--- config.mk ---
export PLATFORM = sky130hd
export DESIGN_NAME = ahb_lite_manager_flat
export DESIGN_NICKNAME = d
export VERILOG_FILES = /design/src/rtl/ahb_lite_manager_if.sv /design/src/rtl/ahb_lite_manager.sv /design/src/flat_wrapper.sv
export SDC_FILE = /design/constraint.sdc
export NUM_CORES = 1
export LEC_CHECK = 0
export ABC_CLOCK_PERIOD_IN_PS = 3800
export BUFFER_PORTS_ARGS = -buffer_cell sky130_fd_sc_hd__buf_2
export CAP_MARGIN = 20
export CORE_ASPECT_RATIO = 1.75
export CORE_MARGIN = 2
export CORE_UTILIZATION = 50
export CTS_BUF_LIST = sky130_fd_sc_hd__clkbuf_4
export DETAILED_ROUTE_END_ITERATION = 10
export GPL_TIMING_DRIVEN = 0
export PLACE_DENSITY = 0.84
export RECOVER_POWER = 50
export SLEW_MARGIN = 20
export SYNTH_ARGS = -nofsm -noshare
export SYNTH_HDL_FRONTEND = slang
export SYNTH_SLANG_ARGS = --single-unit
--- constraint.sdc ---
create_clock -name clk -period 3.8 [get_ports clk]
set_input_delay 0.57 -clock clk [delete_from_list [all_inputs] [get_ports clk]]
set_output_delay 0.57 -clock clk [all_outputs]
set_load 0.005 [all_outputs]
--- src/rtl/ahb_lite_manager_if.sv ---
// Bundle of the command/response streams and the AHB-Lite manager signals.
// The master modport is the manager's view of the bundle; the slave modport is the view of the blocks around it.
interface ahb_lite_manager_if #(
  parameter int AddressWidth = 32,
  parameter int DataWidth    = 32
) ();
  logic                    cmd_valid;
  logic                    cmd_ready;
  logic                    cmd_write;
  logic [AddressWidth-1:0] cmd_addr;
  logic [2:0]              cmd_size;
  logic [DataWidth-1:0]    cmd_wdata;

  logic                    rsp_valid;
  logic                    rsp_ready;
  logic [DataWidth-1:0]    rsp_rdata;
  logic                    rsp_error;

  logic [AddressWidth-1:0] haddr;
  logic [1:0]              htrans;
  logic                    hwrite;
  logic [2:0]              hsize;
  logic [2:0]              hburst;
  logic [DataWidth-1:0]    hwdata;
  logic [DataWidth-1:0]    hrdata;
  logic                    hready;
  logic                    hresp;

  modport master (
    input  cmd_valid, cmd_write, cmd_addr, cmd_size, cmd_wdata, rsp_ready,
    input  hrdata, hready, hresp,
    output cmd_ready, rsp_valid, rsp_rdata, rsp_error,
    output haddr, htrans, hwrite, hsize, hburst, hwdata
  );

  modport slave (
    output cmd_valid, cmd_write, cmd_addr, cmd_size, cmd_wdata, rsp_ready,
    output hrdata, hready, hresp,
    input  cmd_ready, rsp_valid, rsp_rdata, rsp_error,
    input  haddr, htrans, hwrite, hsize, hburst, hwdata
  );
endinterface

--- src/rtl/ahb_lite_manager.sv ---
// AHB-Lite manager: turns a valid/ready command stream into pipelined SINGLE/NONSEQ transfers
// and returns the completions, in command order, through a first-word fall-through response FIFO.
module ahb_lite_manager #(
  parameter int AddressWidth = 32,
  parameter int DataWidth    = 32,
  parameter int RspDepth     = 4
) (
  input logic                clk,
  input logic                rst,
  ahb_lite_manager_if.master bus
);
  localparam int CntW = $clog2(RspDepth + 1);
  localparam int PtrW = (RspDepth > 1) ? $clog2(RspDepth) : 1;
  localparam logic [CntW-1:0] DepthC  = CntW'(RspDepth);
  localparam logic [PtrW-1:0] LastPtr = PtrW'(RspDepth - 1);
  localparam logic [1:0] HtransIdle   = 2'b00;
  localparam logic [1:0] HtransNonseq = 2'b10;

  typedef enum logic [1:0] {A_IDLE, A_ACTIVE, A_CANCEL, A_REPLAY} a_state_t;
  a_state_t a_state_reg, a_state_next;

  logic [AddressWidth-1:0] haddr_reg;
  logic                    hwrite_reg;
  logic [2:0]              hsize_reg;
  logic [DataWidth-1:0]    wdata_hold_reg;
  logic                    dp_valid_reg;
  logic                    dp_write_reg;
  logic [DataWidth-1:0]    hwdata_reg;
  logic [CntW-1:0]         inflight_reg;

  // Each entry is {error, rdata}.
  logic [DataWidth:0]      fifo_mem [RspDepth];
  logic [PtrW-1:0]         wr_ptr_reg, rd_ptr_reg;
  logic [CntW-1:0]         fifo_cnt_reg;
  logic [DataWidth:0]      head;

  logic addr_busy, addr_advance, cmd_ready, cmd_accept, dp_done, rsp_valid, rsp_pop;

  always_comb begin
    addr_busy    = (a_state_reg == A_ACTIVE) || (a_state_reg == A_REPLAY);
    addr_advance = addr_busy && bus.hready && !bus.hresp;
    cmd_ready    = !rst && (inflight_reg < DepthC) && ((a_state_reg == A_IDLE) || addr_advance);
    cmd_accept   = bus.cmd_valid && cmd_ready;
    dp_done      = dp_valid_reg && bus.hready;
    rsp_valid    = (fifo_cnt_reg != '0);
    rsp_pop      = rsp_valid && bus.rsp_ready;
    head         = fifo_mem[rd_ptr_reg];
  end

  always_comb begin
    a_state_next = a_state_reg;
    case (a_state_reg)
      A_IDLE:   if (cmd_accept) a_state_next = A_ACTIVE;
      A_ACTIVE, A_REPLAY: begin
        if (bus.hready && !bus.hresp)
          a_state_next = cmd_accept ? A_ACTIVE : A_IDLE;
        else if (!bus.hready && bus.hresp)
          a_state_next = A_CANCEL;  // withdraw so the retained transfer is replayed after the ERROR
      end
      A_CANCEL: if (bus.hready) a_state_next = A_REPLAY;
      default:  a_state_next = A_IDLE;
    endcase
  end

  always_ff @(posedge clk or posedge rst) begin
    if (rst) begin
      a_state_reg    <= A_IDLE;
      haddr_reg      <= '0;
      hwrite_reg     <= 1'b0;
      hsize_reg      <= '0;
      wdata_hold_reg <= '0;
      dp_valid_reg   <= 1'b0;
      dp_write_reg   <= 1'b0;
      hwdata_reg     <= '0;
      inflight_reg   <= '0;
    end else begin
      a_state_reg <= a_state_next;
      if (cmd_accept) begin
        haddr_reg      <= bus.cmd_addr;
        hwrite_reg     <= bus.cmd_write;
        hsize_reg      <= bus.cmd_size;
        wdata_hold_reg <= bus.cmd_wdata;
      end
      if (addr_advance) begin
        dp_valid_reg <= 1'b1;
        dp_write_reg <= hwrite_reg;
        hwdata_reg   <= wdata_hold_reg;
      end else if (bus.hready) begin
        dp_valid_reg <= 1'b0;
      end
      case ({cmd_accept, rsp_pop})
        2'b10:   inflight_reg <= inflight_reg + 1'b1;
        2'b01:   inflight_reg <= inflight_reg - 1'b1;
        default: inflight_reg <= inflight_reg;
      endcase
    end
  end

  always_ff @(posedge clk or posedge rst) begin
    if (rst) begin
      wr_ptr_reg   <= '0;
      rd_ptr_reg   <= '0;
      fifo_cnt_reg <= '0;
    end else begin
      if (dp_done) wr_ptr_reg <= (wr_ptr_reg == LastPtr) ? '0 : wr_ptr_reg + 1'b1;
      if (rsp_pop) rd_ptr_reg <= (rd_ptr_reg == LastPtr) ? '0 : rd_ptr_reg + 1'b1;
      case ({dp_done, rsp_pop})
        2'b10:   fifo_cnt_reg <= fifo_cnt_reg + 1'b1;
        2'b01:   fifo_cnt_reg <= fifo_cnt_reg - 1'b1;
        default: fifo_cnt_reg <= fifo_cnt_reg;
      endcase
    end
  end

  always_ff @(posedge clk) begin
    if (dp_done) fifo_mem[wr_ptr_reg] <= {bus.hresp, dp_write_reg ? {DataWidth{1'b0}} : bus.hrdata};
  end

  assign bus.cmd_ready = cmd_ready;
  assign bus.rsp_valid = rsp_valid;
  assign bus.rsp_rdata = rsp_valid ? head[DataWidth-1:0] : '0;
  assign bus.rsp_error = rsp_valid && head[DataWidth];
  assign bus.haddr     = haddr_reg;
  assign bus.htrans    = addr_busy ? HtransNonseq : HtransIdle;
  assign bus.hwrite    = hwrite_reg;
  assign bus.hsize     = hsize_reg;
  assign bus.hburst    = 3'b000;
  assign bus.hwdata    = hwdata_reg;
endmodule

--- src/flat_wrapper.sv ---
// flat-port wrapper written by rule: the top's interface ports become plain ports
module ahb_lite_manager_flat 
#(
  parameter int AddressWidth = 32,
  parameter int DataWidth    = 32,
  parameter int RspDepth     = 4
)
  (clk, rst, bus_cmd_valid, bus_cmd_write, bus_cmd_addr, bus_cmd_size, bus_cmd_wdata, bus_rsp_ready, bus_hrdata, bus_hready, bus_hresp, bus_cmd_ready, bus_rsp_valid, bus_rsp_rdata, bus_rsp_error, bus_haddr, bus_htrans, bus_hwrite, bus_hsize, bus_hburst, bus_hwdata);
  ahb_lite_manager_if #(.AddressWidth(AddressWidth), .DataWidth(DataWidth)) bus_i ();
  input logic clk;
  input logic rst;
  input wire logic [$bits(bus_i.cmd_valid)-1:0] bus_cmd_valid;
  input wire logic [$bits(bus_i.cmd_write)-1:0] bus_cmd_write;
  input wire logic [$bits(bus_i.cmd_addr)-1:0] bus_cmd_addr;
  input wire logic [$bits(bus_i.cmd_size)-1:0] bus_cmd_size;
  input wire logic [$bits(bus_i.cmd_wdata)-1:0] bus_cmd_wdata;
  input wire logic [$bits(bus_i.rsp_ready)-1:0] bus_rsp_ready;
  input wire logic [$bits(bus_i.hrdata)-1:0] bus_hrdata;
  input wire logic [$bits(bus_i.hready)-1:0] bus_hready;
  input wire logic [$bits(bus_i.hresp)-1:0] bus_hresp;
  output wire logic [$bits(bus_i.cmd_ready)-1:0] bus_cmd_ready;
  output wire logic [$bits(bus_i.rsp_valid)-1:0] bus_rsp_valid;
  output wire logic [$bits(bus_i.rsp_rdata)-1:0] bus_rsp_rdata;
  output wire logic [$bits(bus_i.rsp_error)-1:0] bus_rsp_error;
  output wire logic [$bits(bus_i.haddr)-1:0] bus_haddr;
  output wire logic [$bits(bus_i.htrans)-1:0] bus_htrans;
  output wire logic [$bits(bus_i.hwrite)-1:0] bus_hwrite;
  output wire logic [$bits(bus_i.hsize)-1:0] bus_hsize;
  output wire logic [$bits(bus_i.hburst)-1:0] bus_hburst;
  output wire logic [$bits(bus_i.hwdata)-1:0] bus_hwdata;
  assign bus_i.cmd_valid = bus_cmd_valid;
  assign bus_i.cmd_write = bus_cmd_write;
  assign bus_i.cmd_addr = bus_cmd_addr;
  assign bus_i.cmd_size = bus_cmd_size;
  assign bus_i.cmd_wdata = bus_cmd_wdata;
  assign bus_i.rsp_ready = bus_rsp_ready;
  assign bus_i.hrdata = bus_hrdata;
  assign bus_i.hready = bus_hready;
  assign bus_i.hresp = bus_hresp;
  assign bus_cmd_ready = bus_i.cmd_ready;
  assign bus_rsp_valid = bus_i.rsp_valid;
  assign bus_rsp_rdata = bus_i.rsp_rdata;
  assign bus_rsp_error = bus_i.rsp_error;
  assign bus_haddr = bus_i.haddr;
  assign bus_htrans = bus_i.htrans;
  assign bus_hwrite = bus_i.hwrite;
  assign bus_hsize = bus_i.hsize;
  assign bus_hburst = bus_i.hburst;
  assign bus_hwdata = bus_i.hwdata;
  ahb_lite_manager #(.AddressWidth(AddressWidth), .DataWidth(DataWidth), .RspDepth(RspDepth)) u_core (.clk(clk), .rst(rst), .bus(bus_i));
endmodule
==> metrics.csv <==
stage,metric,value,unit
min_path,hold_depth,2,
sta,grt_setup_unrepaired,false,
clock_network,cts_tree,done,
grt,antenna_found_initial,4,
synth,synth-simple-area-share,0.05115,
sta,worst_slack,663.4,ps
power_and_ir_drop,power_density,724.6,mW/mm2
place,dp_hpwl,13470,um
synth,synthXorXnorAreaFrac,0.005398,
worst_setup_path,timing.rr.end,u_core.fifo_mem[3][32]$_DFFE_PP_,
cells_and_area,finalInstanceArea,0.01183,mm2
place,dpl_cell_area,0.01121,mm2
power_and_ir_drop,irDropWorstVdd,452.2,uV
grt,gr-total-overflow,0,
clock_network,clkLatencyLatePin,630,ps
worst_setup_path,reg2reg_from,u_core.wr_ptr_reg[0]$_DFFE_PP0P_,
synth,synth_cell_types,31,
clock_network,cts_root_buffer,clkbuf_4,
clock_network,cts_setup_buffers,0,
outcome,violations,"max-capacitance violations, max-slew violations",
min_path,hold_class,input pin to flip-flop,
floorplanning,die_h,188.6,um
routing,via_per_inst,5.147,
grt,grt_max_degree,66,
grt,grt_pass1_wl,30790,um
clock_network,ctsResizeCount,0,
worst_setup_path,crit_type,flip-flop to primary output,
synth,synthMuxAreaShare,0.1998,
floorplanning,initial_core_util,0.5094,
sta,setup_viol,0,
synth,synthArstFlopShare,0.4634,
place,port_buffers,208,
min_path,min_to,u_core.wdata_hold_reg[26]$_DFFE_PP0P_,
min_path,min_from,bus_cmd_wdata[26],
floorplanning,die_x,109.5,um
routing,first_pass_iters,4,
worst_setup_path,crit_path_end_kind,primary output,
cells_and_area,drive_above_1_share,0.5302,
sta,fin_crit_sh,0.8254,
floorplanning,ioPinCount,214,
floorplanning,num_rows,67,
routing,routed_wl,19040,um
worst_setup_path,path_max_fanout,10,
worst_setup_path,arrival,2570,ps
clock_network,numClockSinks,246,
power_and_ir_drop,leakage,4.996,nW
worst_setup_path,critical_path_required,3230,ps
synth,syn_inst,533,
outcome,outcome,"complete, but fails checks",
synth,yosysWarnings,0,
clock_network,cts_buffers,53,
worst_setup_path,r2r_cells,3,
synth,syn-cell-area,0.009736,mm2
floorplanning,die_area,0.02065,mm2
synth,yosys_register_bits,246,
cells_and_area,final_util,0.6187,
clock_network,clk_pin_slew,70,ps
sta,max_slew.worst_pin.slew,2162,ps
synth,yosysSeqAreaShare,0.7002,
worst_setup_path,r2r_slack,1080,ps
run,drv_cap,3,
cells_and_area,largest_register_ffs,132,
floorplanning,fp.coreArea,0.01911,mm2
synth,synth_top_family_by_area,multiplexers,
clock_network,clock_path_buffers,3,
cells_and_area,top_register,u_core.fifo_mem,
clock_network,ctsHtreeMaxLevel,2,
grt,first_global_vias,6231,
sta,clock.fmax,318.8,MHz
sta,slew_headroom,-0.4495,
routing,ant_nets,0,
routing,drc,0,
synth,synth_compound_area_frac,0.006554,
synth,synth_edf_count,132,
routing,dr.first_iter.drc_count,135,
sta,fin_skew,43.38,ps
synth,synth.avg_cell_area,18.27,um2
place,gp_congestion,0.7573,
sta,final_hold_viol_count,0,
sta,whs,166.4,ps
synth,yosys.area_share.adder,0.01311,
routing,wire_per_inst,17.52,um
synth,synthFlopType,edfxtp_1,
worst_setup_path,worst_setup_path_start_kind,flip-flop,
grt,grt.total_usage,0.1934,
cells_and_area,area_delta_synth_final,21.47,%
cells_and_area,nets,920,
routing,route.vias.total,5595,
place,place_ws,857.3,ps
sta,finalMaxSlewViolations,106,
sta,period_minus_slack,3137,ps
-- area by class of cell --
type                            instances  area, um2
Antenna cell                            3      7.507
Buffer                                 33      187.7
Clock buffer                           80      600.6
Clock inverter                         13      62.56
Fill cell                            1462       7287
Inverter                                9      35.03
Multi-Input combinational cell        248       2704
Sequential cell                       246       6817
Tap cell                              241      301.5
Timing Repair Buffer                  214       1111
-- stage by stage --
step                power (mW)  instances  TNS (ps)
floorplan                5.651        536         0
global placement         6.638        985   -127510
detailed placement       6.781        990         0
CTS                      8.715       1084         0
global route             9.143       1086         0
finish                   8.570       1087         0
-- metal layers --
layer | share of wire | up-vias | GRT usage | routed length, um
met5 | 0.00068 | - | 0 | 13
met4 | 0.029 | 2 | 0.07595 | 543
met3 | 0.069 | 43 | 0.05119 | 1316
met2 | 0.55 | 217 | 0.3552 | 10530
met1 | 0.35 | 2800 | 0.2047 | 6631
li1 | - | 2533 | - | -
-- kinds of logic (layout without fill, tap and decap cells) --
logic type	after synthesis	in the layout
XOR/XNOR	6	6
AND/OR/NAND/NOR	80	80
buffers and inverters	42	349
multiplexers	140	140
flip-flops	246	246
adder cells (fa/ha/maj)	9	9
other	1	7
AO/OA/AOI/OAI	9	9
-- power breakdown --
part	total, mW	internal (mW)	switching [mW]	leakage [nW]
sequential	3.96	3.61	0.345	2.60
combinational	2.69	1.50	1.20	2.01
clock	1.92	0.961	0.955	0.389
-- worst max path at each step --
stage,from,to,slack [ps],depth (start not counted)
2_1_floorplan,rst,async pin,210,1
3_3_place_gp,rst,u_core.bus.hwdata[23]$_DFFE_PP0P_,-1130,2
3_5_place_dp,bus_hresp,u_core.inflight_reg[2]$_DFFE_PP0P_,860,12
4_1_cts,u_core.rd_ptr_reg[1]$_DFFE_PP0P_,bus_rsp_rdata[18],570,5
5_1_grt,rst,u_core.bus.hwdata[15]$_DFFE_PP0P_,330,4
6_report,u_core.a_state_reg[0]$_DFFE_PP0P_,bus_cmd_ready,660,5
-- cell usage in the layout, fill, tap and decap left out, types with 9 or more instances in the layout --
cell and instances:
buf_2 212, edfxtp_1 132, dfrtp_1 114, mux2_2 96
clkbuf_4 81, and2_1 34, mux4_2 33, nor2b_1 32
clkbuf_1 18, buf_4 11, mux2_1 9
-- what timing repair did --
item / 4_1_cts / 5_1_grt
endpoints found under the hold margin: 39 / 0
hold buffers: 1 / 0
endpoints found under the setup margin: 0 / 0
-- critical path, stage by stage (launching register included) --
cell and delay [ps]:
dfrtp_1 430, nand3b_1 110, clkbuf_1 500, clkbuf_1 540, a211oi_1 190, buf_2 170
-- synthesized netlist by cell type, types with 7 or more instances --
library cell    n  area [um2]
edfxtp_1      132        3964
clkbuf_1       11       41.29
inv_1           9       33.78
mux2_2         96        1081
dfrtp_1       114        2853
buf_2           8       40.04
nor2b_1        32       200.2
ha_1            7       87.58
mux4_2         33       743.2
and2_1         34       212.7
mux2_1          9       101.4
buf_4          12       90.09
(Power assumes the default switching activity.)
